[config.mk]
export PLATFORM = sky130hd
export DESIGN_NAME = contador_bcd
export DESIGN_NICKNAME = d
export VERILOG_FILES = /design/src/rtl/contador_bcd.sv
export SDC_FILE = /design/constraint.sdc
export NUM_CORES = 1
export LEC_CHECK = 0
export ABC_CLOCK_PERIOD_IN_PS = 3050
export CAP_MARGIN = 5
export CORE_UTILIZATION = 40
export CTS_CLUSTER_SIZE = 8
export DETAILED_ROUTE_END_ITERATION = 12
export GPL_TIMING_DRIVEN = 0
export PLACE_DENSITY = 0.68
export SETUP_SLACK_MARGIN = 0.1
export SYNTH_ARGS = -nofsm -noshare
export SYNTH_HDL_FRONTEND = slang
export SYNTH_SLANG_ARGS = --single-unit
[constraint.sdc]
create_clock -name clk -period 3.05 [get_ports clk]
set_input_delay 0.61 -clock clk [delete_from_list [all_inputs] [get_ports clk]]
set_output_delay 0.61 -clock clk [all_outputs]
set_load 0.03 [all_outputs]
[src/rtl/contador_bcd.sv]
// contador_bcd: four-digit BCD up/down counter with load, plus a free-running
// digit scan that time-multiplexes the digits onto one 4-bit bus for a
// shared 7-segment encoder.
module contador_bcd #(
  parameter int unsigned SCAN_DIV = 4
) (
  input  logic        clk,
  input  logic        rst,
  input  logic        en,
  input  logic        up,
  input  logic        load,
  input  logic [15:0] din,
  output logic [15:0] valor,
  output logic [3:0]  bcd,
  output logic [3:0]  an,
  output logic        carry
);

  localparam int unsigned NDIG  = 4;
  localparam int unsigned DIG_W = 4;
  localparam int unsigned DIV_W = (SCAN_DIV > 1) ? $clog2(SCAN_DIV) : 1;

  logic [NDIG-1:0][DIG_W-1:0] dig_q, dig_d;
  logic                       carry_q, carry_d;
  logic [1:0]                 idx_q, idx_d;
  logic [DIV_W-1:0]           div_q, div_d;
  logic                       rip;

  // Next digit values: load (nibbles above 9 forced to 0) beats a ripple step.
  always_comb begin
    dig_d   = dig_q;
    carry_d = 1'b0;
    rip     = 1'b0;
    if (load) begin
      for (int i = 0; i < NDIG; i++) begin
        dig_d[i] = (din[i*DIG_W +: DIG_W] > 4'd9) ? 4'd0 : din[i*DIG_W +: DIG_W];
      end
    end else if (en) begin
      rip = 1'b1;
      for (int i = 0; i < NDIG; i++) begin
        if (rip) begin
          if (up) begin
            if (dig_q[i] == 4'd9) begin
              dig_d[i] = 4'd0;
            end else begin
              dig_d[i] = dig_q[i] + 4'd1;
              rip      = 1'b0;
            end
          end else begin
            if (dig_q[i] == 4'd0) begin
              dig_d[i] = 4'd9;
            end else begin
              dig_d[i] = dig_q[i] - 4'd1;
              rip      = 1'b0;
            end
          end
        end
      end
      // A ripple out of the thousands digit means 9999<->0000 wrapped.
      carry_d = rip;
    end
  end

  // Scan divider: dwell SCAN_DIV cycles per digit, then advance the index.
  always_comb begin
    div_d = div_q + DIV_W'(1);
    idx_d = idx_q;
    if (div_q == DIV_W'(SCAN_DIV - 1)) begin
      div_d = '0;
      idx_d = idx_q + 2'd1;
    end
  end

  // State registers with asynchronous reset.
  always_ff @(posedge clk or posedge rst) begin
    if (rst) begin
      dig_q   <= '0;
      carry_q <= 1'b0;
      idx_q   <= 2'd0;
      div_q   <= '0;
    end else begin
      dig_q   <= dig_d;
      carry_q <= carry_d;
      idx_q   <= idx_d;
      div_q   <= div_d;
    end
  end

  assign valor = dig_q;
  assign carry = carry_q;
  assign an    = 4'b0001 << idx_q;
  assign bcd   = dig_q[idx_q];

endmodule

==> results of run 1 <==
## cell type report
cell class,instances,area share
timing repair buffer,45,0.194
clock buffer,3,0.0178
tap,50,0.0269
inverter,7,0.0113
buffer,17,0.0656
multi-input combinational,151,0.457
clock inverter,1,0.00215
sequential,21,0.226
## synthesized netlist by cell type (all sizes together), types with 2 or more instances
| cell type | instances | area [um2] |
|---|---|---|
| a21oi | 7 | 35.0 |
| o22ai | 5 | 31.3 |
| clkbuf | 6 | 42.5 |
| nor2 | 11 | 41.3 |
| mux2i | 6 | 60.1 |
| nor2b | 2 | 12.5 |
| nor3 | 4 | 20.0 |
| a31o | 2 | 17.5 |
| nand3b | 5 | 37.5 |
| or3 | 3 | 23.8 |
| inv | 7 | 26.3 |
| dfrtp | 21 | 526 |
| a221o | 2 | 21.3 |
| mux4 | 4 | 93.8 |
| a21boi | 2 | 15.0 |
| or2 | 2 | 12.5 |
| nand2 | 10 | 37.5 |
| xor2 | 5 | 43.8 |
| xnor2 | 5 | 43.8 |
| and2 | 2 | 12.5 |
| ha | 5 | 62.6 |
| a21o | 2 | 22.5 |
| nand2b | 2 | 12.5 |
| o211ai | 2 | 15.0 |
| and3 | 3 | 18.8 |
| nor4 | 2 | 12.5 |
| buf | 11 | 109 |
| nand4 | 3 | 18.8 |
| nand3 | 15 | 75.1 |
| o21ai | 25 | 129 |
## worst max-delay path: stages, from the launching register on
cell	delay, ns
dfrtp_1	0.38
clkbuf_2	0.23
mux4_1	0.59
clkdlybuf4s50_1	0.62
## routing by layer
| layer | vias up | share of wire | GRT usage |
|---|---|---|---|
| met3 | 9 | 0.041 | 0.0300 |
| li1 | 821 | - | - |
| met2 | 45 | 0.46 | 0.332 |
| met5 | - | 0 | 0 |
| met4 | 0 | 0.019 | 0.0729 |
| met1 | 779 | 0.48 | 0.290 |
## timing repair
action | in CTS | in global routing
endpoints found under the hold margin | 0 | 0
buffers inserted | 0 | 0
resized for setup | 0 | 2
setup endpoints to repair | 0 | 1
## power groups by stage
stage	combinational, mW	clock [mW]	sequential (mW)
2_1_floorplan	0.182	0	0.369
3_3_place_gp	0.339	0	0.335
3_5_place_dp	0.342	0	0.335
4_1_cts	0.344	0.198	0.330
5_1_grt	0.372	0.213	0.334
6_report	0.343	0.196	0.330
## sequential cells by signal (all words and copies together) (netlist names)
| name | count |
|---|---|
| idx_q | 2 |
| valor | 16 |
| div_q | 2 |
| carry | 1 |
## through the flow
stage / setup slack [ns] / power [mW] / instances / util
after CTS: 0.180 / 0.872 / 295 / 0.565
after global routing: 0.255 / 0.919 / 295 / 0.565
after detailed placement: 0.414 / 0.677 / 291 / 0.554
after floorplan: 1.06 / 0.551 / 196 / -
after global placement: 0.430 / 0.675 / 291 / 0.554
final: 0.341 / 0.869 / 295 / 0.565
## cells by family after synthesis
| kind of cell | count (synthesis) |
|---|---|
| mux | 11 |
| fa+ha+maj | 5 |
| flops | 21 |
| compound gates | 54 |
| buf+inv | 24 |
| simple gates | 71 |
| xor+xnor | 10 |
## placed cells by master (no fill, tap or decap), types with 6 or more instances in the layout
cell / n
dfrtp_1: 21
nand2_1: 10
o21ai_1: 6
mux2i_1: 6
o21ai_0: 18
nor2_1: 11
a21oi_1: 7
clkdlybuf4s50_1: 45
inv_1: 7
nand3_1: 15
## worst min path at each step
stage	start	to	slack (ns)	cells after the start
after CTS	div_q[0]	div_q[0]	0.44	1
after global routing	div_q[0]	div_q[0]	0.46	1
after global placement	div_q[0]	div_q[0]	0.42	1
final	div_q[0]	div_q[0]	0.44	1
after detailed placement	div_q[0]	div_q[0]	0.43	1
after floorplan	div_q[0]	div_q[0]	0.40	1
==> metrics.csv, run 1 <==
metric,value,unit
cp-endpoint,bcd[3],
firstDrtPassIters,4,
clockPowerShare,0.226,
cts_buffer_depth,2,
vias,1654,
total_leakage_power,0.925,nW
combPwrFrac,0.395,
die_h,68.4,um
period_needed,2.71,ns
ys_ff_latch,21,
max_freq,0.369,GHz
fin_area,0.00233,mm2
antennaDiodeCount,0,
rr_endpoint,valor[15],
r2r-start,valor[3],
syn_avg_cell_area,9.01,um2
synthArstFlopShare,1.00,
place.port_buffers,45,
clockRootBuffer,clkbuf_8,
multi_input_area,0.00106,mm2
netlist_area,0.00177,mm2
end_kind,output port,
synthAdderAreaFrac,0.0354,
hold_violations,0,
netSwitchingPower,0.316,mW
synth_xor_area_frac,0.0496,
synth_compound_area_frac,0.199,
initial_core_util,0.429,
die_x,68.4,um
dp_hpwl,3290,um
clkLatencyLatePin,0.27,ns
path_max_fanout,6,
core_area,0.00412,mm2
hold_class,flop to flop,
grt_start_max_net_pins,22,
slew_violations,0,
final_nets,272,
clock_sinks,21,
drcViolationCount,0,
ys_seq_area_frac,0.298,
vias_per_cell,5.61,
grt_pass1_vias,1477,
swShare,0.363,
period_share,0.888,
startpoint,idx_q[0],
grt_usage,0.210,
rsz0062_at_grt,no,
synthSimpleGateAreaFrac,0.224,
antenna_found_initial,0,
routed_wirelength,4520,um
wire_per_inst,15.3,um
clk_pin_slew,0.09,ns
timing.reg2reg.setup_slack,1.10,ns
vdd_ir_drop_max,0.257,mV
drive_gt1_frac,0.127,
synth_cell_types,55,
synth_top_family_by_area,simple AND/OR/NAND/NOR gates,
fillers,380,
synth_mux_area_frac,0.0936,
syn_to_final_growth,31.8,%
hold_buffers,0,
fin_tns_setup,0,ns
ioPinCount,46,
drv_cap,0,
gp_congestion,0.824,
status,"finished, final reports clean",
ff2ff_path_depth,6,
grt_pass1_wl,7200,um
drt_iter0_drc,64,
setup_viol,0,
synth_ff_type,dfrtp_1,
synth-edff-count,0,
rows,23,
power_density,374,mW/mm2
internal_power,0.554,mW
synth_nets,222,
timing.hold.ws,0.441,ns
crit_type,flop to output port,
grt-ovfl-total,0,
synth_cells,196,
regArea,526,um2
postRouteAntennaNets,0,
cts_tree,done,
htreeDepth,1,
tightest_slew,0.864,ns
fin_skew,0.000721,ns
critPathRequiredTime,2.44,ns
placed_area,0.00228,mm2
slew_headroom,0.423,
arrival,2.10,ns
critPathLaunchType,flop,
cts-buffers-inserted,3,
pwr-share-seq,0.380,
synth_warnings,0,
dieArea,0.00468,mm2
(Power assumes the default switching activity.)
==> run 2: changes to the inputs <==
- HOLD_SLACK_MARGIN: default -> 0.1
==> results of run 2 <==
The final DEF is identical to that of run 1; final timing and power are the same.
